**src/rtl/dram_refresh_sched_pkg.sv**
```systemverilog
// Shared definitions for the DRAM refresh scheduler:
// FSM encodings, output widths and a counter-width helper.
package dram_refresh_sched_pkg;

  typedef enum logic [1:0] {
    ST_IDLE    = 2'd0,
    ST_CPU     = 2'd1,
    ST_REFRESH = 2'd2
  } state_t;

  localparam int ADDR_W = 8;
  localparam int PEND_W = 2;

  function automatic int cnt_w(input int n);
    return (n <= 1) ? 1 : $clog2(n);
  endfunction

endpackage

```
**src/rtl/dram_refresh_sched_timer.sv**
```systemverilog
// Prescaler plus tick-counter cascade producing a
// registered one-clock refresh request pulse.
module refresh_timer
  import dram_refresh_sched_pkg::*;
#(
  parameter int PRESCALE = 16,
  parameter int TICKS    = 15
) (
  input  logic clk,
  input  logic reset,
  output logic req_pulse
);

  localparam int PW = cnt_w(PRESCALE);
  localparam int TW = cnt_w(TICKS);
  localparam logic [PW-1:0] P_LAST = PW'(PRESCALE - 1);
  localparam logic [TW-1:0] T_LAST = TW'(TICKS - 1);

  logic [PW-1:0] r_pre;
  logic [TW-1:0] r_tick;
  logic          r_pulse;
  logic          w_wrap;
  logic          w_tick_last;

  assign w_wrap      = (r_pre == P_LAST);
  assign w_tick_last = (r_tick == T_LAST);

  always_ff @(posedge clk) begin
    if (reset) begin
      r_pre   <= '0;
      r_tick  <= '0;
      r_pulse <= 1'b0;
    end else begin
      r_pulse <= w_wrap && w_tick_last;
      if (w_wrap) begin
        r_pre  <= '0;
        r_tick <= w_tick_last ? '0 : r_tick + 1'b1;
      end else begin
        r_pre <= r_pre + 1'b1;
      end
    end
  end

  assign req_pulse = r_pulse;

endmodule

```
**src/rtl/dram_refresh_sched.sv**
```systemverilog
// Refresh request queue and CPU/refresh arbiter driving the
// RAS-only refresh strobe and the refresh row address.
module dram_refresh_sched
  import dram_refresh_sched_pkg::*;
#(
  parameter int PRESCALE    = 16,
  parameter int TICKS       = 15,
  parameter int RAS_CYCLES  = 4,
  parameter int MAX_PENDING = 3
) (
  input  logic              clk,
  input  logic              reset,
  input  logic              cpu_req,
  input  logic              cpu_done,
  output logic              cpu_gnt,
  output logic              ref_act,
  output logic [ADDR_W-1:0] ref_addr,
  output logic [PEND_W-1:0] ref_pending,
  output logic              ref_overrun
);

  localparam int RW = cnt_w(RAS_CYCLES);
  localparam logic [RW-1:0] RAS_LOAD = RW'(RAS_CYCLES - 1);
  localparam logic [PEND_W-1:0] PEND_MAX = PEND_W'(MAX_PENDING);

  state_t            r_state;
  logic [RW-1:0]     r_ras;
  logic              r_gnt;
  logic              r_act;
  logic [ADDR_W-1:0] r_addr;
  logic [PEND_W-1:0] r_pend;
  logic              r_ovr;

  logic w_req;
  logic w_done;
  logic w_full;
  logic w_go_ref;

  refresh_timer #(
    .PRESCALE (PRESCALE),
    .TICKS    (TICKS)
  ) u_timer (
    .clk       (clk),
    .reset     (reset),
    .req_pulse (w_req)
  );

  assign w_done   = (r_state == ST_REFRESH) && (r_ras == '0);
  assign w_full   = (r_pend == PEND_MAX);
  // A full queue beats the CPU; otherwise the CPU goes first.
  assign w_go_ref = w_full || (!cpu_req && (r_pend != '0));

  always_ff @(posedge clk) begin
    if (reset) begin
      r_pend <= '0;
      r_ovr  <= 1'b0;
    end else if (w_req && !w_done) begin
      if (w_full) r_ovr <= 1'b1;
      else        r_pend <= r_pend + 1'b1;
    end else if (!w_req && w_done) begin
      r_pend <= r_pend - 1'b1;
    end
  end

  always_ff @(posedge clk) begin
    if (reset) begin
      r_state <= ST_IDLE;
      r_ras   <= '0;
      r_gnt   <= 1'b0;
      r_act   <= 1'b0;
      r_addr  <= '0;
    end else begin
      unique case (r_state)
        ST_IDLE: begin
          if (w_go_ref) begin
            r_state <= ST_REFRESH;
            r_act   <= 1'b1;
            r_ras   <= RAS_LOAD;
          end else if (cpu_req) begin
            r_state <= ST_CPU;
            r_gnt   <= 1'b1;
          end
        end
        ST_CPU: begin
          if (cpu_done) begin
            r_state <= ST_IDLE;
            r_gnt   <= 1'b0;
          end
        end
        ST_REFRESH: begin
          if (r_ras == '0) begin
            r_state <= ST_IDLE;
            r_act   <= 1'b0;
            r_addr  <= r_addr + 1'b1;
          end else begin
            r_ras <= r_ras - 1'b1;
          end
        end
        default: begin
          r_state <= ST_IDLE;
          r_gnt   <= 1'b0;
          r_act   <= 1'b0;
        end
      endcase
    end
  end

  assign cpu_gnt     = r_gnt;
  assign ref_act     = r_act;
  assign ref_addr    = r_addr;
  assign ref_pending = r_pend;
  assign ref_overrun = r_ovr;

endmodule

```
**config.mk**
```make
export PLATFORM = sky130hd
export DESIGN_NAME = dram_refresh_sched
export DESIGN_NICKNAME = d
export VERILOG_FILES = /design/src/rtl/dram_refresh_sched_pkg.sv /design/src/rtl/dram_refresh_sched_timer.sv /design/src/rtl/dram_refresh_sched.sv
export SDC_FILE = /design/constraint.sdc
export NUM_CORES = 1
export LEC_CHECK = 0
export CAP_MARGIN = 20
export CORE_ASPECT_RATIO = 1.1
export CORE_MARGIN = 3
export CORE_UTILIZATION = 42
export DETAILED_ROUTE_END_ITERATION = 6
export PLACE_DENSITY_LB_ADDON = 0.25
export RECOVER_POWER = 25
export SYNTH_ARGS = -nofsm -noshare
export SYNTH_HDL_FRONTEND = slang
export SYNTH_HIERARCHICAL = 1
export SYNTH_SLANG_ARGS = --single-unit
```
**constraint.sdc**
```tcl
create_clock -name clk -period 1.26 [get_ports clk]
set_input_delay 0.315 -clock clk [delete_from_list [all_inputs] [get_ports clk]]
set_output_delay 0.315 -clock clk [all_outputs]
set_load 0.02 [all_outputs]
```
==> flow_metrics.tcl, run 1 <==
set metrics [dict create \
    swShare_pct 23.12 \
    synth_area_per_cell_um2 8.844 \
    die_h_um 61.09 \
    clock_path_buffers 2 \
    holdCritStartpoint "ref_overrun" \
    num_antenna_cells 0 \
    worstSkewPairLatency_ns 0.31 \
    grt_first_pass_wirelength_um 3988 \
    synth_flop_cell "dfxtp_1" \
    startpoint_type "register" \
    root_buffer "clkbuf_4" \
    min_period_over_period_pct 103.9 \
    drt_pass1_iterations 4 \
    final_common_cell "buf_4" \
    p_total_mw 1.311 \
    required_ns 1.52 \
    final_hold_viol_count 0 \
    dp_hpwl_um 1803 \
    dieWidth_um 56.08 \
    grt_max_degree 16 \
    busiest_layer "met2" \
    area_growth_pct 34.67 \
    synth_edf_count 0 \
    synth_area_um2 1159 \
    io_buffers 16 \
    worst_pin_slew_ns 0.3318 \
    synth_top_area_cell "dfxtp_1" \
    overflow 0 \
    antenna_found_initial 0 \
    min_period_ns 1.309 \
    fin_skew_ns 0.007151 \
    ir_drop_v 0.0005503 \
    ys_seq_elements 26 \
    cts.hold.buffers_added 0 \
    startpoint "r_ras[0]" \
    synth_top_area_share_pct 44.92 \
    grt_usage_pct 14.76 \
    syn-num-nets 138 \
    drive_gt1_share_pct 38.60 \
    p_clk_share_pct 27.1 \
    synthDistinctLibCells 37 \
    ys_warn_count 6 \
    layout_common_cells "buf_4, dfxtp_1, nor2_1" \
    async_flop_share_pct 0 \
    fin_nets 179 \
    critPathMaxFanout 7 \
    grt_pass1_vias 975 \
    grtUsageMet2_pct 27.55 \
    drt_iter0_drc 15 \
    coreArea_um2 2567 \
    min_path_type "register to register" \
    min_to "ref_overrun" \
    relSlewSlack_pct 77.71 \
    seqPwrFrac_pct 64.7 \
    p_comb_share_pct 8.3 \
    p_sw_uw 303.2 \
    place_ws_ns -0.4031 \
    vias 1044 \
    cts_tree "yes" \
    ctsHtreeMaxLevel 1 \
    ioPinCount 17 \
    arrival_ns 1.57 \
    synth_cells 131 \
    reg2reg_slack_ns -0.05 \
    slew_violations 0 \
    routed_wl_um 2490 \
    clkTransAtPathRegs_ns 0.14 \
    setup_viol 6 \
    violations "negative setup slack" \
    vias_per_cell 5.168 \
    cap_violations 0 \
    min_path_cells 2 \
    row_count 19 \
    cts.sink_count 26 \
    grt_setup_unrepaired "yes" \
    place_congestion 0.7826 \
    p_int_mw 1.008 \
    whs_ns 0.4856 \
    met1_usage_pct 16.77 \
    r2r-end "ref_addr[3]" \
    powerDensity_nw_per_um2 840.4 \
    worst-setup-path-type "register to register" \
    fmax_mhz 763.9 \
    route.antenna.remaining_nets 0 \
    worstRegToRegCells 5 \
    ys_seq_area_share_pct 44.92 \
    setup_slack_ns -0.04905 \
    status "complete, but fails checks" \
    drc 0 \
    dieArea_um2 3426 \
    total_leakage_power_nw 0.6342 \
    numCtsBuffers 3 \
    yosys-top-cells-area "dfxtp_1, a21oi_1, nor2_1" \
    avgRoutedWirePerCell_um 12.33 \
    r2r_start "r_ras[0]" \
    initial_core_util_pct 45.13 \
    met3_usage_pct 2.725 \
    endpoint_kind "register" \
]
[sequential cells by signal, summed over array words and instances, names as in the netlist]
register / count
ref_addr: 8
u_timer/r_pre: 4
u_timer/r_tick: 4
r_ras: 2
r_state: 2
ref_pending: 2
cpu_gnt: 1
ref_act: 1
ref_overrun: 1
u_timer/req_pulse: 1
[critical path, stage by stage, from the launching register on]
cell and delay [ns]:
dfxtp_2 0.35, inv_2 0.07, ha_4 0.17, nand3b_4 0.13, or3_1 0.41, a21oi_2 0.12
[synth_stat cells, types with 2 or more instances]
library cell	n
nand2_1	6
xor2_1	3
inv_1	7
o21ai_0	7
clkbuf_1	2
nand3_1	4
a21o_1	3
a21oi_1	13
or3_1	3
xnor2_1	4
dfxtp_1	26
nor3_1	8
nor2_1	16
a31oi_1	2
ha_1	3
nand4_1	3
[what timing repair did]
item                       in CTS  in global routing
buffers inserted                2                  1
pin swaps                       7                  4
setup endpoints to repair      24                 18
gates resized for setup        56                 14
[area by class of cell]
| type | instances | area [um2] |
|---|---|---|
| Clock buffer | 3 | 22.52 |
| Clock inverter | 1 | 3.754 |
| Tap cell | 31 | 38.79 |
| Fill cell | 231 | 1007 |
| Timing Repair Buffer | 41 | 281.5 |
| Multi-Input combinational cell | 92 | 650.6 |
| Inverter | 8 | 30.03 |
| Sequential cell | 26 | 533.0 |
[worst max path at each step]
| stage | end | slack, ns |
|---|---|---|
| after floorplan | r_ras[1] | -0.01 |
| after global placement | r_ras[1] | -0.37 |
| after detailed placement | r_ras[1] | -0.40 |
| after CTS | r_ras[1] | -0.04 |
| after global routing | ref_pending[0] | -0.11 |
| final | ref_addr[3] | -0.05 |
[power by group through the flow]
| stage | Clock, mW | Combinational [mW] | Sequential [mW] |
|---|---|---|---|
| final | 0.355 | 0.109 | 0.848 |
| after global routing | 0.390 | 0.120 | 0.850 |
| after CTS | 0.367 | 0.105 | 0.848 |
| after detailed placement | 0 | 0.108 | 0.865 |
| after global placement | 0 | 0.103 | 0.864 |
| after floorplan | 0 | 0.0559 | 0.867 |
[metrics by stage]
stage | instances | area [um2] | utilization [%] | setup TNS, ns
2_1_floorplan | 131 | 1194 | - | -0.01124
3_3_place_gp | 195 | 1526 | 59.45 | -1.726
3_5_place_dp | 195 | 1526 | 59.45 | -2.014
4_1_cts | 201 | 1548 | 60.28 | -0.1197
5_1_grt | 202 | 1560 | 60.77 | -1.004
6_report | 202 | 1560 | 60.77 | -0.1356
[routing by layer]
metal  share of wire (%)  vias up
met2                  51       12
met3                 3.3        2
li1                    -      542
met5                   0        -
met1                  45      488
met4                0.92        0
[cells by family (layout without fill, tap and decap cells)]
kind of cell,count (synthesis),in the layout,synth area share [%]
compound gates,30,30,15.98
xor+xnor,7,7,5.292
fa+ha+maj,4,4,4.212
buf+inv,13,53,5.291
flops,26,26,44.92
mux,1,1,0.8640
simple gates,50,50,23.44
Note: power is estimated with default switching activity, not from simulation.
==> inputs of run 2 (changes only) <==
--- a/config.mk
+++ b/config.mk
@@ -7,7 +7,7 @@
 export LEC_CHECK = 0
 export CAP_MARGIN = 20
 export CORE_ASPECT_RATIO = 1.1
-export CORE_MARGIN = 3
+export CORE_MARGIN = 8
 export CORE_UTILIZATION = 42
 export DETAILED_ROUTE_END_ITERATION = 6
 export PLACE_DENSITY_LB_ADDON = 0.25
==> run 2 against run 1 <==
The flow still finishes with violations (negative setup slack). Critical endpoint is now r_ras[1]. Largest cell class unchanged. Sequential share of layout area fell by 2.0 points. Highest routed layer unchanged. Die area grew 37%. Hold slack better by 0.028 ns. Utilization up 0.71 points. Critical path type unchanged. Maximum frequency fell by 0.17%. Register-to-register slack is essentially flat. Clock power increased by 42%.
==> flow_metrics.tcl, run 2 (same netlist as run 1, synthesis figures left out) <==
set metrics [dict create \
    status "complete, but fails checks" \
    violations "negative setup slack" \
    total_leakage_power_nw 0.6738 \
    coreArea_um2 2703 \
    r2r_start "ref_pending[1]" \
    initial_core_util_pct 42.87 \
    startpoint_type "register" \
    dp_hpwl_um 1904 \
    io_buffers 16 \
    fin_skew_ns 0.01620 \
    critPathMaxFanout 4 \
    row_count 20 \
    min_to "ref_act" \
    die_h_um 71.09 \
    arrival_ns 1.56 \
    holdCritStartpoint "ref_act" \
    setup_slack_ns -0.05129 \
    drt_iter0_drc 29 \
    final_hold_viol_count 0 \
    place_ws_ns -0.4539 \
    relSlewSlack_pct 76.92 \
    avgRoutedWirePerCell_um 12.30 \
    min_period_ns 1.311 \
    grt_pass1_vias 1053 \
    clock_path_buffers 2 \
    place_congestion 0.7865 \
    min_period_over_period_pct 104.1 \
    drive_gt1_share_pct 45.20 \
    p_comb_share_pct 8.4 \
    ioPinCount 17 \
    vias_per_cell 5.171 \
    num_antenna_cells 0 \
    p_clk_share_pct 34.1 \
    swShare_pct 22.10 \
    setup_viol 5 \
    required_ns 1.51 \
    drt_pass1_iterations 4 \
    seqPwrFrac_pct 57.5 \
    reg2reg_slack_ns -0.05 \
    ctsHtreeMaxLevel 1 \
    overflow 0 \
    fin_util_pct 61.48 \
    cts.sink_count 26 \
    p_sw_uw 325.8 \
    cts_tree "yes" \
    root_buffer "clkbuf_4" \
    fin_setup_tns_ns -0.1297 \
    numCtsBuffers 3 \
    powerDensity_nw_per_um2 887.2 \
    worstSkewPairLatency_ns 0.33 \
    vias 1086 \
    final_common_cell "buf_4" \
    worst_pin_slew_ns 0.3435 \
    drc 0 \
    endpoint_kind "register" \
    grt_setup_unrepaired "yes" \
    clkTransAtPathRegs_ns 0.16 \
    cap_violations 0 \
    min_path_type "register to register" \
    fin_nets 185 \
    dieArea_um2 4697 \
    routed_wl_um 2583 \
    worstRegToRegCells 4 \
    fmax_mhz 762.6 \
    r2r-end "r_ras[1]" \
    route.antenna.remaining_nets 0 \
    largest_reg_flops 8 \
    min_path_cells 2 \
    p_int_mw 1.148 \
    grt_max_degree 16 \
    ir_drop_v 0.0007243 \
    grt_first_pass_wirelength_um 4381 \
    area_growth_pct 43.41 \
    dieWidth_um 66.08 \
    whs_ns 0.5131 \
    slew_violations 0 \
    grt_usage_pct 11.29 \
    antenna_found_initial 0 \
    worst-setup-path-type "register to register" \
    layout_common_cells "buf_4, dfxtp_1, nor2_1" \
]
-- run 2: power by group through the flow --
stage	registers [mW]	logic (mW)	clock network, mW
2_1_floorplan	0.867	0.0559	0
6_report	0.847	0.124	0.503
4_1_cts	0.846	0.118	0.515
5_1_grt	0.850	0.136	0.557
3_5_place_dp	0.864	0.122	0
3_3_place_gp	0.863	0.120	0
-- run 2: worst max path at each step --
stage                         startpoint       end  slack (ns)  depth (start not counted)
after floorplan           ref_pending[1]  r_ras[1]       -0.01                          4
after global placement           cpu_req  r_ras[1]       -0.39                          4
after detailed placement         cpu_req  r_ras[1]       -0.45                          4
after CTS                       r_ras[0]  r_ras[1]       -0.04                          5
after global routing            r_ras[0]  r_ras[0]       -0.13                          6
final                     ref_pending[1]  r_ras[1]       -0.05                          4
-- run 2: worst max-delay path: stages, from the launching register on --
cell,delay (ns)
dfxtp_4,0.38
inv_2,0.04
maj3_2,0.32
a21bo_2,0.23
a221oi_2,0.28
-- run 2: final cells by class --
type,instances,area [um2]
flip-flops and latches,26,534.3
repair buffers,47,352.8
fillers,260,1041
inverters,8,30.03
well taps,33,41.29
multi-input cells,92,655.6
clock buffers,4,47.55
-- run 2: layer usage --
layer  vias to the layer above  part of all wire (%)  global-route usage [%]
li1                        555                     -                       -
met1                       505                    44                   12.13
met2                        22                    52                   20.52
met3                         4                   2.5                   2.528
met4                         0                  0.81                   4.038
met5                         -                     0                       0
-- run 2: what timing repair did --
| action | in CTS | in global routing |
|---|---|---|
| pin swaps | 7 | 9 |
| endpoints found under the setup margin | 19 | 17 |
| hold buffers | 0 | 0 |
| gates resized for setup | 59 | 15 |
| buffers inserted | 1 | 2 |
-- run 2: metrics by stage --
stage / power, mW / cells / area (um2)
3_5_place_dp: 0.9860 / 203 / 1599
4_1_cts: 1.479 / 208 / 1599
2_1_floorplan: 0.9231 / 131 / 1194
6_report: 1.474 / 210 / 1662
5_1_grt: 1.542 / 210 / 1662
3_3_place_gp: 0.9830 / 203 / 1599
==> inputs of run 3 (changes only) <==
--- a/config.mk
+++ b/config.mk
@@ -8,11 +8,11 @@
 export CAP_MARGIN = 20
 export CORE_ASPECT_RATIO = 1.1
 export CORE_MARGIN = 8
-export CORE_UTILIZATION = 42
+export CORE_UTILIZATION = 39
+export CTS_BUF_LIST = sky130_fd_sc_hd__clkbuf_8 sky130_fd_sc_hd__clkbuf_16
 export DETAILED_ROUTE_END_ITERATION = 6
 export PLACE_DENSITY_LB_ADDON = 0.25
 export RECOVER_POWER = 25
 export SYNTH_ARGS = -nofsm -noshare
 export SYNTH_HDL_FRONTEND = slang
-export SYNTH_HIERARCHICAL = 1
 export SYNTH_SLANG_ARGS = --single-unit
==> run 3 against run 2 <==
The run still ends with negative setup slack left. Via count down 0.46%. Final area up 5.3%. Clock power up 8.2%. Maximum frequency about the same. Critical path type unchanged. Die area up 6.2%. Worst setup slack better by 0.0010 ns. Routed wire length up 3.8%. Global-route usage down 0.22 points. Largest power group unchanged.
==> flow_metrics.tcl, run 3 <==
set metrics [dict create \
    status "complete, but fails checks" \
    violations "negative setup slack" \
    ir_drop_v 0.0005460 \
    seqCellArea_um2 529.3 \
    antenna_found_initial 0 \
    critPathMaxFanout 3 \
    avgRoutedWirePerCell_um 12.71 \
    overflow 0 \
    required_ns 1.47 \
    cp.depth 6 \
    fmax_mhz 763.2 \
    row_count 21 \
    critical_path.max_stage_delay_ns 0.33 \
    dieArea_um2 4990 \
    seqPwrFrac_pct 56.6 \
    ys_seq_area_share_pct 44.73 \
    startpoint_type "register" \
    clock_path_buffers 2 \
    swShare_pct 21.98 \
    final_cell_area_um2 1749 \
    synth_flop_cell "dfxtp_1" \
    synth.most_common_cell "dfxtp_1" \
    cts.sink_count 26 \
    die_h_um 73.29 \
    vias_per_cell 5.123 \
    ys_warn_count 0 \
    r2r_start "r_ras[0]" \
    crit_chain "inv_2 > ha_4 > and3b_2 > nand2_4 > or3_1 > a21oi_1" \
    async_flop_share_pct 0 \
    min_path_cells 2 \
    root_buffer "clkbuf_8" \
    startpoint "r_ras[0]" \
    drive_gt1_share_pct 44.63 \
    coreArea_um2 2943 \
    drc 0 \
    clkTransAtPathRegs_ns 0.09 \
    slew_violations 0 \
    n_fill_cell 274 \
    synth_top_area_share_pct 44.73 \
    fin_skew_ns 0.002683 \
    dpl_cell_area_um2 1545 \
    holdCritStartpoint "ref_act" \
    cts_tree "yes" \
    critPathTopFamily "simple AND/OR/NAND/NOR gates" \
    initial_core_util_pct 39.54 \
    vias 1081 \
    numCtsBuffers 3 \
    total_leakage_power_nw 0.6926 \
    p_clk_share_pct 36.4 \
    grt_max_degree 20 \
    largest_reg_flops 8 \
    layout_common_cells "buf_4, dfxtp_1, nor2_1" \
    place_congestion 0.7764 \
    place_ws_ns -0.4381 \
    io_buffers 16 \
    synth_cells 131 \
    crit_buf_inv 1 \
    synth_area_um2 1164 \
    powerDensity_nw_per_um2 855.6 \
    final_hold_viol_count 0 \
    num_antenna_cells 0 \
    route.antenna.remaining_nets 0 \
    worst_pin_slew_ns 0.2605 \
    relSlewSlack_pct 82.49 \
    synth_top_area_cell "dfxtp_1" \
    area_growth_pct 50.32 \
    synthDistinctLibCells 35 \
    dieWidth_um 68.08 \
    fin_setup_tns_ns -0.1564 \
    worst-setup-path-type "register to register" \
    grt_setup_unrepaired "yes" \
    fin_nets 185 \
    drt_iter0_drc 31 \
    min_period_over_period_pct 104.0 \
    yosys-top-cells-area "dfxtp_1, nor2_1, a21oi_1" \
    slowest_stage "dfxtp_2" \
    p_sw_uw 329.0 \
    worstSkewPairLatency_ns 0.27 \
    grt_pass1_vias 1053 \
    endpoint_kind "register" \
    cap_violations 0 \
    multi_input_area_um2 711.9 \
    worstRegToRegCells 6 \
    ys_seq_elements 26 \
    synth_area_per_cell_um2 8.883 \
    final_common_cell "buf_4" \
    setup_slack_ns -0.05029 \
    drt_pass1_iterations 4 \
    min_path_type "register to register" \
    synth_commonest_cells "dfxtp_1, nor2_1, a21oi_1" \
    synth_edf_count 0 \
    setup_viol 7 \
    ctsHtreeMaxLevel 1 \
    routed_wl_um 2681 \
    p_int_mw 1.168 \
    grt_usage_pct 11.07 \
    arrival_ns 1.52 \
    min_period_ns 1.310 \
    ioPinCount 17 \
    dp_hpwl_um 1897 \
    syn-num-nets 138 \
    grt_first_pass_wirelength_um 4305 \
    p_comb_share_pct 7.1 \
]
==> run 3: cell count changes after synthesis, sizes merged, moves of 2 or more <==
cell | before | now
inv | 8 | 6
a311oi | 0 | 2
or3 | 3 | 1
a31o | 0 | 2
nand2 | 6 | 8
a21oi | 13 | 10
nor3 | 8 | 6
nor2b | 0 | 3
==> run 3: what timing repair did <==
action                     in CTS  in global routing
hold buffers                    0                  0
setup endpoints to repair      26                 27
resized for setup              47                 28
setup buffers                   4                  2
pin swaps                       7                  7
hold endpoints to repair        0                  0
==> run 3: per-layer routing <==
metal | GRT usage [%] | share of wire, % | vias up
met2 | 19.94 | 53 | 14
met5 | 0 | 0 | -
met4 | 5.467 | 1.8 | 0
met3 | 2.439 | 3.1 | 4
met1 | 11.54 | 42 | 508
li1 | - | - | 555
==> run 3: worst paths after layout <==
check	endpoint	slack, ns
setup / recovery	ref_addr[6]	-0.05
hold / removal	ref_act	0.50
setup reg to reg	ref_addr[6]	-0.05
hold reg to reg	ref_act	0.50
==> run 3: cells by family (layout without fill, tap and decap cells) <==
| kind of cell | after synthesis | after routing | synth area share (%) |
|---|---|---|---|
| XOR/XNOR | 7 | 7 | 5.269 |
| multiplexers | 2 | 2 | 1.720 |
| buffers and inverters | 12 | 58 | 4.838 |
| adder cells (fa/ha/maj) | 4 | 4 | 4.086 |
| flip-flops | 26 | 26 | 44.73 |
| AND/OR/NAND/NOR | 50 | 50 | 22.69 |
| AO/OA/AOI/OAI | 30 | 30 | 16.67 |
==> run 3: power groups by stage <==
stage	clock [mW]	sequential, mW	combinational [mW]
final	0.544	0.847	0.106
after global routing	0.580	0.849	0.116
after global placement	0	0.864	0.0979
after CTS	0.562	0.846	0.103
after floorplan	0	0.872	0.0473
after detailed placement	0	0.865	0.101
==> run 3: tightest hold or removal path, cell delays in order, from the launching register on <==
cell	delay [ns]
dfxtp_1	0.33
o21ai_0	0.07
a21oi_1	0.07
==> run 3: layout make-up <==
class / count / area share, %
inverters: 6 / 1.288
clock buffers: 4 / 3.147
well taps: 34 / 2.432
repair buffers: 48 / 22.17
multi-input cells: 93 / 40.70
flip-flops and latches: 26 / 30.26
==> run 3: through the flow <==
step	cells	hold slack (ns)	util [%]	total power, mW
floorplan	131	0.4107	-	0.9194
global placement	201	0.4578	52.51	0.9621
detailed placement	201	0.4750	52.51	0.9666
CTS	209	0.5025	57.40	1.511
global route	211	0.5351	59.44	1.545
finish	211	0.5029	59.44	1.497
